[config.mk]
export PLATFORM = sky130hd
export DESIGN_NAME = xvga_timing
export DESIGN_NICKNAME = d
export VERILOG_FILES = /design/src/rtl/video_timing_pkg.sv /design/src/rtl/sync_delay_pipe.sv /design/src/rtl/xvga_timing.sv
export SDC_FILE = /design/constraint.sdc
export NUM_CORES = 1
export LEC_CHECK = 0
export CORE_ASPECT_RATIO = 1.2
export CORE_MARGIN = 2
export CORE_UTILIZATION = 35
export DETAILED_ROUTE_END_ITERATION = 8
export PLACE_DENSITY = 0.7
export SETUP_SLACK_MARGIN = 0.1
export SYNTH_ARGS = -nofsm -noshare
export SYNTH_HDL_FRONTEND = slang
export SYNTH_SLANG_ARGS = --single-unit
[constraint.sdc]
create_clock -name pixel_clk -period 2.3 [get_ports pixel_clk]
set_input_delay 0.69 -clock pixel_clk [delete_from_list [all_inputs] [get_ports pixel_clk]]
set_output_delay 0.69 -clock pixel_clk [all_outputs]
set_load 0.005 [all_outputs]
[src/rtl/video_timing_pkg.sv]
// Shared 1024x768@60 raster constants and types for the timing generator,
// sprite renderers and mixer.
package video_timing_pkg;

  localparam int H_ACTIVE = 1024;
  localparam int H_FP     = 24;
  localparam int H_SYNC   = 136;
  localparam int H_BP     = 160;
  localparam int H_TOTAL  = H_ACTIVE + H_FP + H_SYNC + H_BP;

  localparam int V_ACTIVE = 768;
  localparam int V_FP     = 3;
  localparam int V_SYNC   = 6;
  localparam int V_BP     = 29;
  localparam int V_TOTAL  = V_ACTIVE + V_FP + V_SYNC + V_BP;

  localparam int HCOUNT_W = 11;
  localparam int VCOUNT_W = 10;

  // Matches the ROM plus colour-map latency of the sprite renderers.
  localparam int SYNC_DELAY = 2;

  typedef logic [HCOUNT_W-1:0] hcount_t;
  typedef logic [VCOUNT_W-1:0] vcount_t;

  typedef struct packed {
    logic hsync;
    logic vsync;
    logic blank;
  } sync_t;

  localparam sync_t SYNC_IDLE = '{hsync: 1'b1, vsync: 1'b1, blank: 1'b0};

endpackage

[src/rtl/sync_delay_pipe.sv]
// N-stage register delay with a parameterised reset value.
// Only present in builds with XVGA_SYNC_DELAY_EN defined.
`ifdef XVGA_SYNC_DELAY_EN
module sync_delay_pipe #(
  parameter int             W         = 1,
  parameter int             N         = 2,
  parameter logic [W-1:0]   RESET_VAL = '0
) (
  input  logic         pixel_clk,
  input  logic         reset_n,
  input  logic [W-1:0] d,
  output logic [W-1:0] q
);

  logic [W-1:0] stage [N];

  always_ff @(posedge pixel_clk or negedge reset_n) begin
    if (!reset_n) begin
      for (int i = 0; i < N; i++) stage[i] <= RESET_VAL;
    end else begin
      stage[0] <= d;
      for (int i = 1; i < N; i++) stage[i] <= stage[i-1];
    end
  end

  assign q = stage[N-1];

endmodule
`endif

[src/rtl/xvga_timing.sv]
// Raster timing generator: pixel/line counters, active-low syncs, blank and frame tick.
// Build option XVGA_SYNC_DELAY_EN delays hsync/vsync/blank by a 2-stage pipeline.
module xvga_timing
  import video_timing_pkg::*;
#(
  parameter int H_ACTIVE = video_timing_pkg::H_ACTIVE,
  parameter int H_FP     = video_timing_pkg::H_FP,
  parameter int H_SYNC   = video_timing_pkg::H_SYNC,
  parameter int H_BP     = video_timing_pkg::H_BP,
  parameter int V_ACTIVE = video_timing_pkg::V_ACTIVE,
  parameter int V_FP     = video_timing_pkg::V_FP,
  parameter int V_SYNC   = video_timing_pkg::V_SYNC,
  parameter int V_BP     = video_timing_pkg::V_BP
) (
  input  logic                pixel_clk,
  input  logic                reset_n,
  output logic [HCOUNT_W-1:0] hcount,
  output logic [VCOUNT_W-1:0] vcount,
  output logic                hsync,
  output logic                vsync,
  output logic                blank,
  output logic                frame_start,
  output logic [7:0]          frame_count
);

  localparam hcount_t H_LAST   = hcount_t'(H_ACTIVE + H_FP + H_SYNC + H_BP - 1);
  localparam hcount_t H_VIS    = hcount_t'(H_ACTIVE);
  localparam hcount_t HS_FIRST = hcount_t'(H_ACTIVE + H_FP);
  localparam hcount_t HS_LAST  = hcount_t'(H_ACTIVE + H_FP + H_SYNC - 1);
  localparam vcount_t V_LAST   = vcount_t'(V_ACTIVE + V_FP + V_SYNC + V_BP - 1);
  localparam vcount_t V_VIS    = vcount_t'(V_ACTIVE);
  localparam vcount_t VS_FIRST = vcount_t'(V_ACTIVE + V_FP);
  localparam vcount_t VS_LAST  = vcount_t'(V_ACTIVE + V_FP + V_SYNC - 1);

  hcount_t h_nxt;
  vcount_t v_nxt;
  logic    h_wrap;
  logic    frame_wrap;
  sync_t   sync_nxt;
  sync_t   sync_q;
  sync_t   sync_out;

  // Sync/blank decode works on next-state counts so the registered flags line up with the counts.
  always_comb begin
    h_wrap     = (hcount == H_LAST);
    frame_wrap = h_wrap && (vcount == V_LAST);
    h_nxt      = h_wrap ? '0 : hcount + 1'b1;
    v_nxt      = vcount;
    if (h_wrap) v_nxt = (vcount == V_LAST) ? '0 : vcount + 1'b1;
    sync_nxt.hsync = !((h_nxt >= HS_FIRST) && (h_nxt <= HS_LAST));
    sync_nxt.vsync = !((v_nxt >= VS_FIRST) && (v_nxt <= VS_LAST));
    sync_nxt.blank = (h_nxt >= H_VIS) || (v_nxt >= V_VIS);
  end

  always_ff @(posedge pixel_clk or negedge reset_n) begin
    if (!reset_n) begin
      hcount      <= '0;
      vcount      <= '0;
      sync_q      <= SYNC_IDLE;
      frame_start <= 1'b0;
      frame_count <= '0;
    end else begin
      hcount      <= h_nxt;
      vcount      <= v_nxt;
      sync_q      <= sync_nxt;
      frame_start <= frame_wrap;
      if (frame_wrap) frame_count <= frame_count + 1'b1;
    end
  end

`ifdef XVGA_SYNC_DELAY_EN
  sync_delay_pipe #(
    .W         ($bits(sync_t)),
    .N         (SYNC_DELAY),
    .RESET_VAL (SYNC_IDLE)
  ) u_sync_delay (
    .pixel_clk (pixel_clk),
    .reset_n   (reset_n),
    .d         (sync_q),
    .q         (sync_out)
  );
`else
  assign sync_out = sync_q;
`endif

  assign hsync = sync_out.hsync;
  assign vsync = sync_out.vsync;
  assign blank = sync_out.blank;

endmodule

==> flow_summary_export.csv, run 1 <==
group,metric,value,unit
setup_path,rr_startpoint,"hcount[7]",
yosys,synth_edf_count,0,
cts,cts_tree,"done",
hold_path,hold_class,"flip-flop to flip-flop",
sta,finalSetupViolations,1,
sta,tightest_slew,0.4980,ns
flow_run,maxCapViolations,0,
die,coreArea,4870,um^2
yosys,seq_area_frac_synth,0.4759,
placement,dpl_cell_area,2366,um^2
drt,wl_per_cell,13.74,um
die,die_w,68.37,um
yosys,syn-cell-area,1740,um^2
final_layout,finish.utilization,0.5267,
yosys,synthTopCellsByArea,"dfrtp_1, xor2_1, nand3_1, ha_1, nor2_1",
drt,wirelength,4.148,mm
sta,maxSlewHeadroom,0.6636,
cts,clockBufferDepth,2,
sta,finalHoldViolCount,0,
final_layout,area_growth,47.38,%
placement,port_buffers,34,
die,rows,28,
cts,cts_made_buffers,5,
placement,place_hpwl,2.912,mm
final_layout,fin_nets,248,
setup_path,crit_required,2.51,ns
sta,setup_slack,-0.08526,ns
drt,via_per_inst,5.103,
setup_path,critPathArrivalTime,2.60,ns
sta,finalCriticalPeriod,2.385,ns
hold_path,hold_start,"frame_count[7]",
final_layout,drive_above_1_share,0.2562,
final_layout,fillers,459,
die,start_util,0.3574,
cts,clock_sinks,33,
global_routing,antenna_found_initial,0,
status,violations,"negative setup slack",
global_routing,grt_use_total,0.1623,
die,die_y,81.25,um
setup_path,rr_worst_depth,6,
setup_path,start_kind,"flip-flop",
setup_path,cp_cell_sequence,"or2_4, or4_4, nor3_4, xor2_1, or4b_1, a2111o_1",
yosys,syn_nets,180,
setup_path,critPathKind,"flip-flop to flip-flop",
global_routing,grt_start_max_net_pins,34,
placement,routabilityCongestion,0.8335,
drt,drtPass1Iterations,4,
global_routing,grt_first_pass_wirelength,6.548,mm
sta,fmax,419.2,MHz
yosys,synth_top_area_frac,0.4457,
yosys,synth_seq_cells,33,
final_layout,fin_area,2565,um^2
pwr,vdd_drop_max,0.3180,mV
global_routing,grt_overflow,0,
sta,holdWs,0.4713,ns
die,dieArea,5555,um^2
drt,remaining_drc_errors,0,
yosys,synthDistinctLibCells,44,
cts,clk-insertion-delay-late,0.29,ns
yosys,synth_cells,173,
die,io_pins,35,
yosys,netlist.top_cell.by_area,"dfrtp_1",
setup_path,end_kind,"flip-flop",
final_layout,n_antenna_cell,0,
global_routing,grt_pass1_vias,1419,
cts,cts_max_level,2,
setup_path,reg2reg_slack,-0.09,ns
yosys,synth_area_per_cell,10.06,um^2
cts,clkTransAtPathRegs,0.07,ns
placement,dp_worst_setup_slack,-0.02529,ns
pwr,p_leak,1.143,nW
pwr,p_total,1.169,mW
yosys,yosysWarnings,0,
drt,vias,1541,
hold_path,hold-path-cell-count,1,
sta,rsz0062_at_grt,"yes",
setup_path,slowest_delay,0.58,ns
drt,ant_nets,0,
hold_path,min_to,"frame_count[7]",
cts,ctsHoldBuffers,0,
yosys,synth_top_flop_cell,"dfrtp_1",
setup_path,r2r_end,"vsync",
sta,slew_violations,0,
yosys,synthArstFlopShare,1.000,
sta,skew,0.007000,ns
drt,drt_iter0_drc,70,
pwr,pwr_density_cell,455.7,nW/um^2
setup_path,crit_fanout,6,
status,status,"finished with violations",
sta,period_share,1.037,
setup_path,cp_slowest_cell,"or4_4",
cts,ctsRootBufferMaster,"clkbuf_8",
## state kept, by name, indices dropped and copies added, names as in the netlist
name and flops:
hsync 1, blank 1, vcount 10, frame_count 8
hcount 11, frame_start 1, vsync 1
## worst max path at each step
stage,startpoint,to,cells past startpoint
floorplan,hcount[9],vsync,7
global placement,hcount[7],vsync,6
detailed placement,hcount[1],vsync,7
CTS,hcount[7],vsync,6
global route,hcount[7],vsync,6
finish,hcount[7],vsync,6
## critical path: cells and delay by family (launching register included)
kind             cells  cell delay (ns)
flip-flops           1             0.38
AND/OR/NAND/NOR      4             1.53
XOR/XNOR             1             0.11
AO/OA/AOI/OAI        1             0.29
## cell type report
cell class,count,area (um^2),share of cell area
multi-input cells,127,930.9,0.3629
flip-flops and latches,33,828.3,0.3229
repair buffers,66,584.3,0.2278
clock buffers,7,86.33,0.03366
well taps,60,75.07,0.02927
clock inverters,1,30.03,0.01171
inverters,8,30.03,0.01171
## per-layer routing
| layer | track usage | vias up | share of wire | wire length (um) |
|---|---|---|---|---|
| met1 | 0.2011 | 733 | 0.42 | 1739 |
| met5 | 0 | - | 0 | 0 |
| met4 | 0.07200 | 0 | 0.019 | 80 |
| li1 | - | 757 | - | - |
| met3 | 0.04848 | 8 | 0.057 | 238 |
| met2 | 0.2583 | 43 | 0.50 | 2089 |
## metrics by stage
stage                     setup TNS [ns]  cells
after global routing             -0.2149    302
after global placement                 0    291
after floorplan                 -0.06660    173
after detailed placement        -0.02529    291
after CTS                       -0.04602    299
final                           -0.08526    302
## kinds of logic (layout without fill, tap and decap cells)
kind of cell | count (synthesis) | count (layout) | synth area share
AO/OA/AOI/OAI | 24 | 24 | 0.1014
XOR/XNOR | 18 | 18 | 0.09058
adder cells (fa/ha/maj) | 5 | 5 | 0.03595
buffers and inverters | 13 | 82 | 0.03954
flip-flops | 33 | 33 | 0.4759
multiplexers | 3 | 3 | 0.01941
AND/OR/NAND/NOR | 77 | 77 | 0.2372
## power by group
group	total (mW)	internal, mW	switching, mW
registers	0.580	0.580	0
clock network	0.575	0.353	0.221
logic	0.0139	0.00260	0.0113
## cell usage after synthesis (2+ instances only)
library cell  instances
and3_1                5
dfrtp_1              31
ha_1                  5
nand2_1              12
nand2b_1              2
nor3_1                9
mux2_2                3
xnor2_1               6
nor4bb_1              2
dfstp_2               2
o21ai_0               8
nor2_1               15
or3_1                 2
xor2_1               12
buf_6                 2
nand4_1               4
nand3_1              14
o21a_1                2
and2_1                3
inv_1                 8
a21oi_1               3
## cell usage in the layout, fill, tap and decap left out, types with 3 or more instances in the layout
master,n
clkdlybuf4s50_1,34
dfrtp_1,31
buf_4,31
nand3_1,14
nor2_1,14
xor2_1,12
nand2_1,11
inv_1,8
o21ai_0,7
xnor2_1,6
nor3_1,6
clkbuf_8,6
and3_1,4
nand4_1,4
ha_1,4
mux2_2,3
## repair_timing
action	in CTS	in global routing
pin swaps	0	4
endpoints found under the setup margin	5	12
setup buffers	0	3
gates resized for setup	2	13
(Power assumes the default switching activity.)
==> run 2: changes to the inputs <==
SKIP_CTS_REPAIR_TIMING = 1   (was not set)
==> run 2 against run 1 <==
  * The run still ends with negative setup slack left
  * First-iteration DRC count stayed put
  * Critical path type unchanged
  * Critical path depth stayed put
  * Largest power group unchanged
  * Clock skew stayed put
  * Hold slack stayed put
  * Sequential share of layout area stayed put
==> flow_summary_export.csv, run 2 (synthesis gave the netlist of run 1 again) <==
group,metric,value,unit
sta,period_share,1.037,
pwr,pwr_density_cell,455.7,nW/um^2
pwr,vdd_drop_max,0.3180,mV
die,io_pins,35,
cts,cts_tree,"done",
sta,finalHoldViolCount,0,
final_layout,finish.utilization,0.5267,
drt,drtPass1Iterations,4,
cts,ctsRootBufferMaster,"clkbuf_8",
sta,finalSetupViolations,1,
drt,top_layer,"met4",
drt,vias,1541,
final_layout,fillers,459,
sta,rsz0062_at_grt,"yes",
global_routing,grt_start_max_net_pins,34,
cts,cts_max_level,2,
flow_run,maxCapViolations,0,
hold_path,hold_class,"flip-flop to flip-flop",
global_routing,grt_first_pass_wirelength,6.548,mm
drt,ant_nets,0,
final_layout,layout_common_cells,"clkdlybuf4s50_1, dfrtp_1, buf_4",
setup_path,critPathArrivalTime,2.60,ns
placement,port_buffers,34,
global_routing,antenna_found_initial,0,
final_layout,drive_above_1_share,0.2562,
die,die_w,68.37,um
drt,remaining_drc_errors,0,
status,violations,"negative setup slack",
drt,dr_wl_met2,2.089,mm
status,status,"finished with violations",
drt,wl_met3,238,um
global_routing,grt_pass1_vias,1419,
die,dieArea,5555,um^2
cts,cts_made_buffers,5,
sta,fmax,419.2,MHz
global_routing,grt_use_total,0.1622,
cts,clockBufferDepth,2,
setup_path,start_kind,"flip-flop",
die,coreArea,4870,um^2
sta,skew,0.007000,ns
drt,wirelength,4.148,mm
setup_path,critPathKind,"flip-flop to flip-flop",
drt,wl_met1,1.739,mm
drt,drt_iter0_drc,70,
placement,place_hpwl,2.912,mm
cts,clock_sinks,33,
drt,wl_per_cell,13.74,um
sta,setup_slack,-0.08526,ns
die,start_util,0.3574,
sta,finalSetupTns,-0.08526,ns
cts,clkTransAtPathRegs,0.07,ns
sta,maxSlewHeadroom,0.6636,
global_routing,grt_overflow,0,
setup_path,crit_required,2.51,ns
final_layout,regMostFlops,"hcount",
setup_path,cp_cell_sequence,"or2_4, or4_4, nor3_4, xor2_1, or4b_1, a2111o_1",
sta,tightest_slew,0.4980,ns
final_layout,layout_commonest_cell,"clkdlybuf4s50_1",
placement,routabilityCongestion,0.8335,
die,die_y,81.25,um
pwr,p_leak,1.143,nW
setup_path,cp_slowest_cell,"or4_4",
placement,dp_worst_setup_slack,-0.02529,ns
setup_path,end_kind,"flip-flop",
die,rows,28,
final_layout,fin_nets,248,
sta,finalCriticalPeriod,2.385,ns
setup_path,crit_family,"simple AND/OR/NAND/NOR gates",
cts,clk-insertion-delay-late,0.29,ns
final_layout,multi_input_area,930.9,um^2
drt,via_per_inst,5.103,
sta,holdWs,0.4713,ns
setup_path,crit_fanout,6,
final_layout,seq_area,828.3,um^2
final_layout,largest_reg_flops,11,
setup_path,critPathBufInv,0,
sta,slew_violations,0,
final_layout,n_antenna_cell,0,
final_layout,reg.largest.list,"hcount (11), vcount (10), frame_count (8)",
final_layout,area_growth,47.38,%
setup_path,slowest_delay,0.58,ns
run 2: area by class of cell:
type,instances,area share
inverter,8,0.01171
tap,60,0.02927
clock buffer,7,0.03366
clock inverter,1,0.01171
multi-input combinational,127,0.3629
timing repair buffer,66,0.2278
sequential,33,0.3229
run 2: final timing paths:
| path | from | end | slack [ns] | cells after the start |
|---|---|---|---|---|
| worst max-delay path | hcount[7] | vsync | -0.09 | 6 |
| worst min-delay path | frame_count[7] | frame_count[7] | 0.47 | 1 |
| worst max register to register | hcount[7] | vsync | -0.09 | 6 |
| worst min register to register | frame_count[7] | frame_count[7] | 0.47 | 1 |
| max in group asynchronous | reset_n | vsync | 1.15 | 2 |
| min in group asynchronous | reset_n | hcount[6] | 0.81 | 2 |
run 2: layer usage:
layer / vias up / global-route usage
li1: 757 / -
met5: - / 0
met2: 43 / 0.2583
met1: 733 / 0.2009
met3: 8 / 0.04848
met4: 0 / 0.07200
run 2: through the flow:
stage	instances	cell area (um^2)	power (mW)
final	302	2565	1.169
after global routing	302	2565	1.207
after CTS	299	2482	1.185
after detailed placement	291	2366	0.6062
after global placement	291	2366	0.6058
after floorplan	173	1772	0.5914
run 2: where the power goes:
part           internal, mW  switching [mW]  leakage (nW)  total (mW)
clock network         0.353           0.221        0.0585       0.575
registers             0.580               0         0.440       0.580
logic               0.00260          0.0113         0.645      0.0139
==> run 3: changes to the inputs <==
CELL_PAD_IN_SITES_DETAIL_PLACEMENT = 1   (was not set)
CELL_PAD_IN_SITES_GLOBAL_PLACEMENT = 2   (was not set)
CORE_UTILIZATION = 28   (was 35)
PLACE_DENSITY = 0.84   (was 0.7)
==> run 3 against run 2 <==
  * Final cell count up 8.3%
  * Via count up 1.2%
  * Critical path type unchanged
  * Fmax up 1.1%
  * Clock power down 2%
  * First-iteration DRC count down 29%
  * Final area up 2.5%
  * Critical path depth unchanged
  * Register-to-register slack better by 0.03 ns
  * The flow still finishes with violations (negative setup slack)
  * Global-route usage down 2.0 points
  * Sequential share of layout area down 0.80 points
  * Routed wire length up 15%
==> flow_summary_export.csv, run 3 (synthesis gave the netlist of run 1 again) <==
group,metric,value,unit
final_layout,n_antenna_cell,0,
final_layout,fin_area,2630,um^2
drt,vias,1560,
placement,port_buffers,34,
drt,remaining_drc_errors,0,
placement,routabilityCongestion,0.8275,
sta,maxSlewHeadroom,0.6665,
sta,tightest_slew,0.4937,ns
global_routing,grt_first_pass_wirelength,7.900,mm
final_layout,regMostFlops,"hcount",
setup_path,crit_required,2.50,ns
setup_path,reg2reg_slack,-0.06,ns
pwr,power_frac_seq,0.502,
status,status,"finished with violations",
die,start_util,0.2895,
cts,clk-insertion-delay-late,0.28,ns
pwr,p_leak,1.168,nW
cts,cts_max_level,2,
global_routing,grt_use_total,0.1424,
setup_path,r2r_end,"vsync",
placement,place_hpwl,3.598,mm
cts,cts_tree,"done",
sta,rsz0062_at_grt,"yes",
final_layout,multi_input_area,937.1,um^2
final_layout,reg.largest.list,"hcount (11), vcount (10), frame_count (8)",
die,rows,31,
final_layout,finish.utilization,0.4375,
setup_path,critPathArrivalTime,2.56,ns
hold_path,hold_start,"frame_count[7]",
pwr,vdd_drop_max,0.2798,mV
drt,ant_nets,0,
cts,cts_made_buffers,5,
setup_path,crit_fanout,4,
final_layout,layout_common_cells,"clkdlybuf4s50_1, buf_4, dfrtp_1",
setup_path,worst-path-stages,6,
setup_path,cp_slowest_cell,"or4_4",
sta,holdWs,0.4715,ns
pwr,power.switching,0.2210,mW
final_layout,fillers,688,
drt,wirelength,4.776,mm
pwr,clock_power_share,0.486,
pwr,pwr_density_cell,440.0,nW/um^2
sta,finalSetupViolations,1,
final_layout,area_growth,51.11,%
sta,finalCriticalPeriod,2.359,ns
global_routing,grt_overflow,0,
cts,clock_sinks,33,
drt,wl_per_cell,14.61,um
pwr,p_sw_frac,0.1910,
final_layout,largest_reg_flops,11,
die,io_pins,35,
pwr,power_frac_comb,0.012,
final_layout,drive_above_1_share,0.2653,
drt,drt_iter0_drc,50,
sta,skew,0.005071,ns
die,coreArea,6012,um^2
status,violations,"negative setup slack",
flow_run,maxCapViolations,0,
hold_path,hold_class,"flip-flop to flip-flop",
setup_path,crit_path_start,"hcount[9]",
drt,via_per_inst,4.771,
setup_path,start_kind,"flip-flop",
sta,period_share,1.025,
die,die_y,90.37,um
cts,clockBufferDepth,2,
setup_path,end_kind,"flip-flop",
sta,slew_violations,0,
global_routing,antenna_found_initial,0,
final_layout,seq_area,828.3,um^2
die,dieArea,6865,um^2
sta,setup_slack,-0.05859,ns
setup_path,critPathBufInv,0,
pwr,p_int,0.9362,mW
global_routing,grt_pass1_vias,1620,
setup_path,critPathKind,"flip-flop to flip-flop",
cts,ctsRootBufferMaster,"clkbuf_8",
die,die_w,75.97,um
setup_path,rr_startpoint,"hcount[9]",
global_routing,grt_start_max_net_pins,34,
cts,clkTransAtPathRegs,0.07,ns
setup_path,slowest_delay,0.57,ns
setup_path,cp_cell_sequence,"or2_4, or4_4, nor3_4, xor2_1, or4b_1, a2111o_1",
setup_path,crit_family,"simple AND/OR/NAND/NOR gates",
sta,fmax,424.0,MHz
placement,dpl_cell_area,2429,um^2
sta,finalHoldViolCount,0,
setup_path,crit_end,"vsync",
final_layout,fin_nets,251,
drt,drtPass1Iterations,4,
setup_path,rr_worst_depth,6,
## run 3: layout make-up
| class | instances | area share |
|---|---|---|
| clock buffers | 7 | 0.03283 |
| clock inverters | 1 | 0.01142 |
| inverters | 8 | 0.01142 |
| multi-input cells | 127 | 0.3563 |
| flip-flops and latches | 33 | 0.3149 |
| well taps | 82 | 0.03901 |
| repair buffers | 69 | 0.2341 |
## run 3: per-stage QoR
step / worst slack, ns / power [mW] / std cells / setup TNS (ns)
floorplan: -0.06660 / 0.5914 / 173 / -0.06660
global placement: -0.006940 / 0.6063 / 316 / -0.006940
detailed placement: -0.04130 / 0.6071 / 316 / -0.04130
CTS: -0.06205 / 1.179 / 324 / -0.08203
global route: -0.1348 / 1.196 / 327 / -0.2802
finish: -0.05859 / 1.157 / 327 / -0.05859
## run 3: power groups by stage
stage | registers (mW) | clock network, mW | logic (mW)
after floorplan | 0.591 | 0 | 0.000000364
after global placement | 0.591 | 0 | 0.0151
after detailed placement | 0.591 | 0 | 0.0159
after CTS | 0.580 | 0.583 | 0.0158
after global routing | 0.580 | 0.600 | 0.0168
final | 0.580 | 0.562 | 0.0144
## run 3: how the worst min path moves through the flow
stage | to | slack, ns | cells past startpoint
finish | frame_count[7] | 0.47 | 1
global route | frame_count[7] | 0.50 | 1
CTS | frame_count[7] | 0.48 | 1
detailed placement | frame_count[7] | 0.47 | 1
global placement | frame_count[7] | 0.46 | 1
floorplan | blank | 0.39 | 0
## run 3: worst register-to-register path, cell delays in order, from the launching register on
cell and delay, ns:
dfrtp_1 0.40, or2_4 0.24, or4_4 0.57, nor3_4 0.21, xor2_1 0.10, or4b_1 0.47
a2111o_1 0.29
## run 3: metal layers
| layer | GRT usage | up-vias | wire length (um) |
|---|---|---|---|
| met2 | 0.2522 | 25 | 2474 |
| met3 | 0.02500 | 2 | 134 |
| li1 | - | 752 | - |
| met1 | 0.1760 | 781 | 2132 |
| met4 | 0.04394 | 0 | 34 |
| met5 | 0 | - | 0 |
